<file path="src/rtl/seq_stage_ctrl.sv">
// Phase sequencer and PC-update controller for the sequential Y86-64 core.
// Walks each instruction FETCH..PCUPD, owns the PC, and derives processor status.
module seq_stage_ctrl #(
    parameter logic [63:0] RESET_PC    = 64'h0,
    parameter int unsigned MEM_TIMEOUT = 15
) (
    input  logic        clk,
    input  logic        rst_n,
    input  logic        start,
    input  logic [3:0]  icode,
    input  logic        instr_valid,
    input  logic        imem_error,
    input  logic        cnd,
    input  logic [63:0] valC,
    input  logic [63:0] valP,
    input  logic [63:0] valM,
    input  logic        mem_ready,
    input  logic        dmem_error,
    output logic [63:0] PC,
    output logic [2:0]  phase,
    output logic        f_en,
    output logic        d_en,
    output logic        e_en,
    output logic        m_en,
    output logic        w_en,
    output logic [1:0]  stat,
    output logic        halted,
    output logic [31:0] instr_count
);

    typedef enum logic [2:0] {
        S_IDLE      = 3'd0,
        S_FETCH     = 3'd1,
        S_DECODE    = 3'd2,
        S_EXECUTE   = 3'd3,
        S_MEMORY    = 3'd4,
        S_WRITEBACK = 3'd5,
        S_PCUPD     = 3'd6,
        S_HALT      = 3'd7
    } phase_e;

    typedef enum logic [1:0] {
        ST_AOK = 2'd0,
        ST_HLT = 2'd1,
        ST_ADR = 2'd2,
        ST_INS = 2'd3
    } stat_e;

    // Last MEMORY wait index before the access is declared lost.
    localparam logic [7:0] WAIT_LAST = 8'(MEM_TIMEOUT - 1);

    phase_e      state_q, state_d;
    stat_e       stat_q, stat_d;
    logic [63:0] pc_q, pc_d;
    logic [31:0] count_q, count_d;
    logic [7:0]  wait_q, wait_d;
    logic        f_en_q, d_en_q, e_en_q, m_en_q, w_en_q, halted_q;
    logic        is_memop;

    always_comb begin
        is_memop = 1'b0;
        case (icode)
            4'h4, 4'h5, 4'h8, 4'h9, 4'hA, 4'hB: is_memop = 1'b1;
            default:                            is_memop = 1'b0;
        endcase
    end

    always_comb begin
        state_d = state_q;
        stat_d  = stat_q;
        pc_d    = pc_q;
        count_d = count_q;
        wait_d  = wait_q;
        case (state_q)
            S_IDLE: begin
                if (start) state_d = S_FETCH;
            end
            S_FETCH: state_d = S_DECODE;
            S_DECODE: begin
                if (imem_error) begin
                    stat_d  = ST_ADR;
                    state_d = S_HALT;
                end else if (!instr_valid) begin
                    stat_d  = ST_INS;
                    state_d = S_HALT;
                end else if (icode == 4'h0) begin
                    stat_d  = ST_HLT;
                    state_d = S_HALT;
                end else begin
                    state_d = S_EXECUTE;
                end
            end
            S_EXECUTE: begin
                wait_d  = '0;
                state_d = S_MEMORY;
            end
            S_MEMORY: begin
                if (!is_memop) begin
                    state_d = S_WRITEBACK;
                end else if (mem_ready) begin
                    if (dmem_error) begin
                        stat_d  = ST_ADR;
                        state_d = S_HALT;
                    end else begin
                        state_d = S_WRITEBACK;
                    end
                end else if (wait_q == WAIT_LAST) begin
                    stat_d  = ST_ADR;
                    state_d = S_HALT;
                end else begin
                    wait_d = wait_q + 8'd1;
                end
            end
            S_WRITEBACK: state_d = S_PCUPD;
            S_PCUPD: begin
                if (icode == 4'h8 || (icode == 4'h7 && cnd)) begin
                    pc_d = valC;
                end else if (icode == 4'h9) begin
                    pc_d = valM;
                end else begin
                    pc_d = valP;
                end
                count_d = count_q + 32'd1;
                state_d = S_FETCH;
            end
            S_HALT:  state_d = S_HALT;
            default: state_d = S_IDLE;
        endcase
    end

    // Strobes are registered from the next state so they align with phase.
    always_ff @(posedge clk) begin
        if (!rst_n) begin
            state_q  <= S_IDLE;
            stat_q   <= ST_AOK;
            pc_q     <= RESET_PC;
            count_q  <= '0;
            wait_q   <= '0;
            f_en_q   <= 1'b0;
            d_en_q   <= 1'b0;
            e_en_q   <= 1'b0;
            m_en_q   <= 1'b0;
            w_en_q   <= 1'b0;
            halted_q <= 1'b0;
        end else begin
            state_q  <= state_d;
            stat_q   <= stat_d;
            pc_q     <= pc_d;
            count_q  <= count_d;
            wait_q   <= wait_d;
            f_en_q   <= (state_d == S_FETCH);
            d_en_q   <= (state_d == S_DECODE);
            e_en_q   <= (state_d == S_EXECUTE);
            m_en_q   <= (state_d == S_MEMORY) && (state_q != S_MEMORY);
            w_en_q   <= (state_d == S_WRITEBACK);
            halted_q <= (state_d == S_HALT);
        end
    end

    assign PC          = pc_q;
    assign phase       = state_q;
    assign f_en        = f_en_q;
    assign d_en        = d_en_q;
    assign e_en        = e_en_q;
    assign m_en        = m_en_q;
    assign w_en        = w_en_q;
    assign stat        = stat_q;
    assign halted      = halted_q;
    assign instr_count = count_q;

endmodule
</file>
<file path="config.mk">
export PLATFORM = sky130hd
export DESIGN_NAME = seq_stage_ctrl
export DESIGN_NICKNAME = d
export VERILOG_FILES = /design/src/rtl/seq_stage_ctrl.sv
export SDC_FILE = /design/constraint.sdc
export NUM_CORES = 1
export LEC_CHECK = 0
export CAP_MARGIN = 25
export CORE_MARGIN = 2
export CORE_UTILIZATION = 36
export CTS_CLUSTER_DIAMETER = 100
export DETAILED_ROUTE_END_ITERATION = 16
export PLACE_DENSITY = 0.81
export SYNTH_ARGS = -nofsm -noshare
export SYNTH_HDL_FRONTEND = slang
export SYNTH_SLANG_ARGS = --single-unit
</file>
<file path="constraint.sdc">
create_clock -name clk -period 1.8 [get_ports clk]
set_clock_uncertainty 0.2 [all_clocks]
set_input_delay 0.36 -clock clk [delete_from_list [all_inputs] [get_ports clk]]
set_output_delay 0.36 -clock clk [all_outputs]
set_load 0.005 [all_outputs]
</file>
# Word-level counts from Yosys, hierarchy flattened
# Index checks and enable logic that the tools add are counted.
[totals]
word_cells = 75
out_inout_bits = 107
input_bits = 204
register_bits = 115
[classes]
add_sub_neg = 2
reduce_logical = 10
eq_ne = 28
muxes = 24
[op_table]
columns = ["operator", "count"]
rows = [
  ["2-to-1 mux 64 bit", 2],
  ["adder 32 x 1 -> 32 bit, second input constant", 1],
  ["2-to-1 mux 8 bit", 3],
  ["case mux 3 bit (8 select lines)", 1],
  ["== test 3 bit, second input constant", 7],
  ["2-to-1 mux 3 bit", 7],
  ["== test 4 bit, second input constant", 4],
  ["2-to-1 mux 2 bit", 8],
  ["case mux 8 bit (2 select lines)", 1],
  ["== test 3 x 2 -> 1 bit, second input constant", 4],
  ["== test 4 x 3 -> 1 bit, second input constant", 3],
  ["inequality test 3 bit, second input constant", 3],
  ["adder 8 x 1 -> 8 bit, second input constant", 1],
  ["== test 8 x 4 -> 1 bit, second input constant", 1],
  ["== test 3 x 1 -> 1 bit, second input constant", 2],
  ["inequality test 2 bit, second input constant", 3],
  ["OR reduction 6 bit", 1],
  ["AND reduction 5 bit", 1],
  ["logical NOT 4 bit", 1],
  ["inequality test 4 bit, second input constant", 1],
  ["case mux 2 bit (2 select lines)", 1],
  ["AND reduction 4 bit", 1],
  ["nonzero test 2 bit", 2],
  ["logical NOT 3 bit", 1],
  ["3 further kinds", 4],
]

# Depth between registers and ports, before layout
# Gate-level depths: netlist of run 1.
[depth]
word_depth = 7
ltp_mapped = 7

# Worst setup path before layout of run 1
# No wires, ideal clock.
[synth_timing]
kind = "reg-to-reg"
start = "register wait_q[0]"
end = "register e_en_q, in the netlist e_en"
n_path_buf = 0
arrival_time_ns = 1.524
t_required_ns = 1.484
synth_period_minus_slack_ns = 1.841
stages_incl_launch_ff = 8
setup_slack_ns = -0.041
path_cell_list = "dfxtp_1 > inv_1 > ha_1 > and4b_1 > a21o_1 > o221ai_1 > o21ai_0 > and4_1"
[synth_between]
elab_chain_cells = 6
[synth_lines]
columns = ["element", "line", "text"]
rows = [
  ["from (decl)", "56", "logic [7:0] wait_q, wait_d;"],
  ["from (signal assigned)", "150", "wait_q <= wait_d;"],
  ["== test 8 x 4 -> 1 bit", "107", "end else if (wait_q == WAIT_LAST) begin"],
  ["2-to-1 mux 3 bit", "107", ""],
  ["2-to-1 mux 3 bit", "100", "end else if (mem_ready) begin"],
  ["2-to-1 mux 3 bit", "98", "if (!is_memop) begin"],
  ["case mux 3 bit (8 select lines)", "74", "case (state_q)"],
  ["== test 3 x 2 -> 1 bit", "153", "e_en_q <= (state_d == S_EXECUTE);"],
  ["to (signal assigned)", "153", ""],
  ["to (decl)", "57", "logic f_en_q, d_en_q, e_en_q, m_en_q, w_en_q, halted_q;"],
]
# Every way passes these cells.
# A chain may end at the register's enable or synchronous reset.

# Worst setup path in the final report of run 1
[layout_timing]
start = "register state_q[0], in the netlist phase[0]"
end = "register count_q[11], in the netlist instr_count[11]"
[layout_between]
elab_chain_cells = 1
[layout_lines]
columns = ["element", "line", "text"]
rows = [
  ["from (decl)", "52", "phase_e state_q, state_d;"],
  ["from (signal assigned)", "146", "state_q <= state_d;"],
  ["== test 3 bit", "74", ""],
  ["to (signal assigned)", "149", "count_q <= count_d;"],
  ["to (decl)", "55", "logic [31:0] count_q, count_d;"],
]
# Every way passes these cells.

==> impl_metrics.py, run 1 <==
metrics = {
    "placed_design": {
        "placed_area_sq_mm": 0.00964,
        "post-dp-hpwl_mm": 16.1,
        "io_buffers": 310,
        "place_congestion": 0.875,
        "place_inst": 1271,
    },
    "clocking": {
        "clock_latency_ns": 0.41,
        "clock-root-buffer": "clkbuf_16",
        "cts_buffers": 17,
        "cts_hold_buf": 0,
        "cts_sinks": 115,
        "cts.path.max_buffers": 2,
        "ctsHtreeMaxLevel": 4,
        "path_clk_slew_ns": 0.06,
        "cts_tree": "built",
    },
    "setup_path": {
        "reg2reg_from": "phase[0]",
        "cp.required_ns": 1.93,
        "r2r_slack_ns": -0.11,
        "critPathKind": "reg -> reg",
        "path_common_cell": "buf_6",
        "path_cells": "buf_6, buf_6, and4b_1, nand4_1, buf_6, or3_4, a21oi_2",
        "slowest_stage": "or3_4",
        "slowest_delay_ns": 0.33,
        "path_max_fanout": 6,
        "reg2reg_depth": 7,
        "cp-end-kind": "flop",
        "r2r_end": "instr_count[11]",
        "start_kind": "flop",
        "arrival_ns": 2.05,
    },
    "routing": {
        "route.vias.total": 6586,
        "first_iter_violations": 349,
        "first_pass_iters": 5,
        "drt-vias-per-instance": 4.96,
        "wire_per_inst_microns": 17.0,
        "detail-route-antenna-nets": 0,
        "wl_mm": 22.5,
        "drc": 0,
    },
    "sta": {
        "worst_slack_ns": -0.112,
        "rsz0062_at_grt": "true",
        "tightest_slew_ns": 0.407,
        "max-slew-margin-rel_pct": 72.6,
        "tns_ns": -1.19,
        "finalHoldViolations": 0,
        "slew_viol_final": 0,
        "fmax_ghz": 0.523,
        "fin_crit_sh_pct": 106,
        "fin_crit_ns": 1.91,
        "finalSetupViolCount": 22,
    },
    "yosys": {
        "synth_cell_types": 49,
        "syn-num-nets": 912,
        "ys.flop_type": "dfxtp_1",
        "synth_async_sr_flop_share_pct": 0,
        "yosysSeqAreaShare_pct": 40.1,
        "synth_area_sq_mm": 0.00575,
        "ys_seq_elements": 115,
        "yosys_warnings": 0,
        "synth_edf_count": 0,
        "syn_area_per_cell_sq_um": 8.15,
        "synth_cells": 705,
    },
    "finish": {
        "postLayoutCoreUtil_pct": 68.2,
        "fillers": 1265,
        "insertedDiodeCount": 0,
        "fin_cells": 1328,
        "final_nets": 1307,
        "area_growth_pct": 87.1,
        "fin_area_sq_mm": 0.0108,
        "drive_gt1_share_pct": 18.5,
    },
    "power_and_ir_drop": {
        "p_seq_share_pct": 33.2,
        "ir_drop_mv": 0.717,
        "p_sw_share_pct": 24.3,
        "p_per_area_mw_per_mm2": 789,
        "p_int_uw": 6420,
        "comb_power_share_pct": 21.9,
        "p_leak_uw": 0.00484,
        "p_clk_share_pct": 44.9,
        "power.net_switching_uw": 2060,
    },
    "floorplanning": {
        "rows": 46,
        "die_w_microns": 130,
        "core_area_sq_mm": 0.0158,
        "ios": 311,
        "initial_utilization_pct": 36.4,
        "die_area_sq_mm": 0.0170,
        "die_h_microns": 130,
    },
    "run_status": {
        "violations": "negative setup slack",
        "status": "finished, violations left",
    },
    "global_routing": {
        "grt_pass1_vias": 6482,
        "antenna_found_initial": 0,
        "grt_pass1_wl_mm": 32.4,
        "grt_remaining_overflow": 0,
        "grt_use_total_pct": 24.9,
        "grt_max_degree": 40,
    },
    "hold_path": {
        "min_path_cells": 2,
        "worstHoldPathType": "reg -> reg",
        "min_from": "PC[62]",
        "min_to": "PC[62]",
    },
    "flow_run": {
        "drv_cap": 0,
    },
}
## cell type report
| type | count | area [sq um] | share of cell area, % |
|---|---|---|---|
| Inverter | 10 | 37.5 | 0.349 |
| Sequential cell | 115 | 2360 | 21.9 |
| Tap cell | 216 | 270 | 2.51 |
| Clock buffer | 22 | 494 | 4.59 |
| Timing Repair Buffer | 422 | 4080 | 37.9 |
| Multi-Input combinational cell | 534 | 3340 | 31.0 |
| Clock inverter | 9 | 174 | 1.62 |
## layer usage
layer	GRT usage (%)	routed length (microns)
met5	0	0
met1	24.2	7810
met4	8.76	606
met3	10.1	1880
met2	47.4	12200
## critical path, delay by kind of cell (launching register included)
family / cells / cell delay, ns
AOI/OAI and AO/OA: 1 / 0.14
buffers and inverters: 3 / 0.42
DFF: 1 / 0.32
and+or+nand+nor: 3 / 0.75
## flip-flops by register name, summed over array words and instances (netlist names)
register,cells
halted,1
m_en,1
wait_q,8
phase,3
w_en,1
instr_count,32
stat,2
d_en,1
PC,64
e_en,1
f_en,1
## layout by cell type, fill, tap and decap left out, types with 4 or more instances in the layout
cell             instances
a21oi_1                  6
and2_1                   9
and3_1                   4
and4_1                   7
buf_12                   9
buf_4                   81
buf_6                   17
bufinv_16                5
clkbuf_16               20
clkbuf_8                 5
clkdlybuf4s50_1        199
dfxtp_1                 91
dfxtp_2                 13
dfxtp_4                 11
dlygate4sd2_1          105
dlymetal6s2s_1           5
inv_1                    8
mux2i_1                 66
nand2_1                150
nand2b_1                 5
nand3_1                 11
nand4_1                 13
nor2_1                  34
nor3_2                   4
nor3_4                   8
nor4_2                   4
o21ai_0                 85
o21ai_1                 50
or3_1                    4
xnor2_1                 22
xor2_1                   8
## cell usage after synthesis (2+ instances only)
| master | instances | area (sq um) |
|---|---|---|
| nand4_1 | 13 | 81.3 |
| inv_1 | 9 | 33.8 |
| xor2_1 | 8 | 70.1 |
| a31oi_1 | 2 | 12.5 |
| and2_1 | 10 | 62.6 |
| nand2b_1 | 5 | 31.3 |
| buf_2 | 7 | 35.0 |
| mux2i_1 | 66 | 661 |
| nand4_4 | 2 | 42.5 |
| ha_1 | 3 | 37.5 |
| nand3_1 | 11 | 55.1 |
| buf_4 | 8 | 60.1 |
| nor4_2 | 4 | 50.1 |
| nor3_1 | 3 | 15.0 |
| and3_1 | 4 | 25.0 |
| nor3_2 | 11 | 110 |
| or3_1 | 5 | 31.3 |
| nor3b_1 | 2 | 15.0 |
| o311a_1 | 2 | 20.0 |
| clkbuf_1 | 29 | 109 |
| xnor2_1 | 24 | 210 |
| o21ai_0 | 98 | 490 |
| and4b_1 | 2 | 20.0 |
| nor2b_1 | 4 | 25.0 |
| a21oi_1 | 9 | 45.0 |
| nand2_1 | 151 | 567 |
| dfxtp_1 | 115 | 2300 |
| and4_1 | 7 | 61.3 |
| o21ai_1 | 38 | 190 |
| nor2_1 | 34 | 128 |
## worst max path at each step
stage / start / to / slack (ns) / depth (start not counted)
3_3_place_gp: icode[1] / PC[34] / -0.50 / 8
5_1_grt: phase[0] / instr_count[31] / -0.18 / 7
3_5_place_dp: icode[3] / PC[42] / -0.53 / 8
4_1_cts: phase[0] / instr_count[11] / -0.07 / 7
6_report: phase[0] / instr_count[11] / -0.11 / 7
2_1_floorplan: wait_q[0] / e_en / 0.02 / 7
## power by group through the flow
| stage | clock [uW] | combinational, uW | sequential (uW) |
|---|---|---|---|
| floorplan | 0 | 644 | 2860 |
| detailed placement | 0 | 1770 | 2860 |
| global placement | 0 | 1750 | 2860 |
| finish | 3810 | 1860 | 2820 |
| global route | 3990 | 2010 | 2840 |
| CTS | 3850 | 1790 | 2810 |
## stage by stage
| stage | total power, uW | hold WS, ns | setup WS [ns] |
|---|---|---|---|
| CTS | 8450 | 0.245 | -0.0745 |
| global route | 8840 | 0.266 | -0.179 |
| global placement | 4600 | 0.233 | -0.499 |
| floorplan | 3500 | 0.243 | 0.0186 |
| finish | 8490 | 0.243 | -0.112 |
| detailed placement | 4630 | 0.239 | -0.535 |
## cell families (layout without fill, tap and decap cells)
kind of cell	Yosys count	in the layout	synth area share (%)
adders and majority gates	3	3	0.653
muxes	66	66	11.5
xor gates and xnor gates	32	32	4.88
buffers and inverters	56	463	4.46
and+or+nand+nor	274	274	23.9
DFF	115	115	40.1
AOI/OAI and AO/OA	159	159	14.6
## repair_timing
item	in CTS	in global routing
resized for setup	157	52
cloned	3	3
pin swaps	7	20
setup buffers	14	7
endpoints found under the setup margin	179	74
Note: power is estimated with default switching activity, not from simulation.
==> run 2, diff against run 1 <==
Settings changed: CORE_UTILIZATION 36 to 43, PLACE_DENSITY 0.81 to 0.9.
Clock period 1.8 ns to 2.21 ns, I/O delays scaled along.
==> impl_metrics.py, run 2 (synthesis results as in run 1) <==
metrics = {
    "setup_path": {
        "path_max_fanout": 9,
        "arrival_ns": 1.50,
        "critPathKind": "reg -> out",
        "path_depth": 1,
        "reg2reg_from": "wait_q[0]",
        "cp.required_ns": 1.57,
        "reg2reg_depth": 7,
        "slowest_delay_ns": 0.57,
        "cp-end-kind": "primary output",
        "r2r_slack_ns": 0.15,
        "crit_buf_inv": 1,
        "start_kind": "flop",
        "path_delay_family": "buffers and inverters",
        "path_cells": "clkdlybuf4s50_1",
        "r2r_end": "e_en",
        "slowest_stage": "clkdlybuf4s50_1",
    },
    "sta": {
        "tns_ns": 0,
        "fin_crit_sh_pct": 96.7,
        "max-slew-margin-rel_pct": 73.2,
        "fin_crit_ns": 2.14,
        "slew_viol_final": 0,
        "worst_slack_ns": 0.0721,
        "hold_ws_ns": 0.247,
        "rsz0062_at_grt": "false",
        "finalSetupViolCount": 0,
        "finalHoldViolations": 0,
        "fmax_ghz": 0.468,
        "tightest_slew_ns": 0.402,
    },
    "global_routing": {
        "grt_use_total_pct": 28.7,
        "grt_max_degree": 64,
        "antenna_found_initial": 0,
        "grt_remaining_overflow": 0,
        "grt_pass1_wl_mm": 32.4,
        "grt_pass1_vias": 6333,
    },
    "placed_design": {
        "post-dp-hpwl_mm": 15.3,
        "place_inst": 1179,
        "io_buffers": 310,
        "place_congestion": 0.891,
        "pre_cts_ws_ns": -0.282,
    },
    "clocking": {
        "post_cts_buffers": 0,
        "cts_buffers": 17,
        "path_clk_slew_ns": 0.06,
        "clock-root-buffer": "clkbuf_16",
        "cts_tree": "built",
        "cts_hold_buf": 0,
        "cts_sinks": 115,
        "ctsHtreeMaxLevel": 4,
        "cts_resized": 0,
        "clock_latency_ns": 0.41,
        "cts.path.max_buffers": 2,
    },
    "hold_path": {
        "min_path_cells": 2,
        "min_to": "PC[50]",
        "worstHoldPathType": "reg -> reg",
        "min_from": "PC[50]",
    },
    "routing": {
        "drc": 0,
        "wl_mm": 20.6,
        "first_pass_iters": 6,
        "drt-vias-per-instance": 5.23,
        "route.vias.total": 6330,
        "first_iter_violations": 474,
        "wire_per_inst_microns": 17.0,
        "detail-route-antenna-nets": 0,
    },
    "power_and_ir_drop": {
        "comb_power_share_pct": 21.6,
        "p_per_area_mw_per_mm2": 640,
        "p_sw_share_pct": 26.6,
        "p_clk_share_pct": 41.1,
        "p_int_uw": 4580,
        "finalPower_uw": 6240,
        "ir_drop_mv": 0.519,
        "power.net_switching_uw": 1660,
        "p_leak_uw": 0.00360,
        "p_seq_share_pct": 37.2,
    },
    "finish": {
        "largest_reg_flops": 64,
        "final_common_cell": "clkdlybuf4s50_1",
        "area_growth_pct": 69.7,
        "fin_cells": 1211,
        "drive_gt1_share_pct": 8.50,
        "final_nets": 1229,
        "final_cell_mix": "clkdlybuf4s50_1, nand2_1, dfxtp_1",
        "insertedDiodeCount": 0,
    },
    "flow_run": {
        "drv_cap": 0,
    },
    "floorplanning": {
        "initial_utilization_pct": 43.8,
        "die_h_microns": 120,
        "ios": 311,
        "die_w_microns": 120,
        "rows": 42,
        "core_area_sq_mm": 0.0131,
        "die_area_sq_mm": 0.0143,
    },
    "run_status": {
        "status": "completed",
    },
}
run 2: how the worst max path moves through the flow:
stage                   start  endpoint
finish               phase[0]  phase[0]
global route         phase[2]      e_en
CTS                  phase[1]  phase[1]
global placement     icode[2]    PC[63]
detailed placement   icode[2]     PC[2]
floorplan           wait_q[0]      e_en
run 2: cell type report:
cell class | count | area, sq um
flip-flops and latches | 115 | 2300
well taps | 176 | 220
inverters | 10 | 37.5
repair buffers | 344 | 3440
multi-input cells | 534 | 3200
fillers | 927 | 3380
clock inverters | 13 | 111
clock buffers | 19 | 443
run 2: metal layers:
layer	part of all wire (%)	global-route usage, %	up-vias
met5	0	0	-
met4	3.1	10.8	0
met3	7.8	9.51	52
met2	50	50.7	259
met1	39	32.1	2946
li1	-	-	3073
run 2: through the flow:
step | cell area, sq um | utilization [%]
floorplan | 5750 | -
global placement | 9200 | 70.0
detailed placement | 9200 | 70.0
CTS | 9750 | 74.2
global route | 9750 | 74.2
finish | 9750 | 74.2
run 2: worst reg2reg max path, cell delays in order, from the launching register on:
cell	delay [ns]
dfxtp_1	0.33
inv_1	0.06
ha_1	0.19
and4b_1	0.23
a21o_1	0.18
o221ai_1	0.35
o21ai_0	0.19
and4_1	0.23
run 2: power groups by stage:
stage / combinational (uW) / clock [uW] / sequential, uW
after global placement: 1300 / 0 / 2360
final: 1350 / 2570 / 2320
after global routing: 1460 / 2690 / 2340
after detailed placement: 1320 / 0 / 2360
after CTS: 1350 / 2590 / 2320
after floorplan: 522 / 0 / 2330
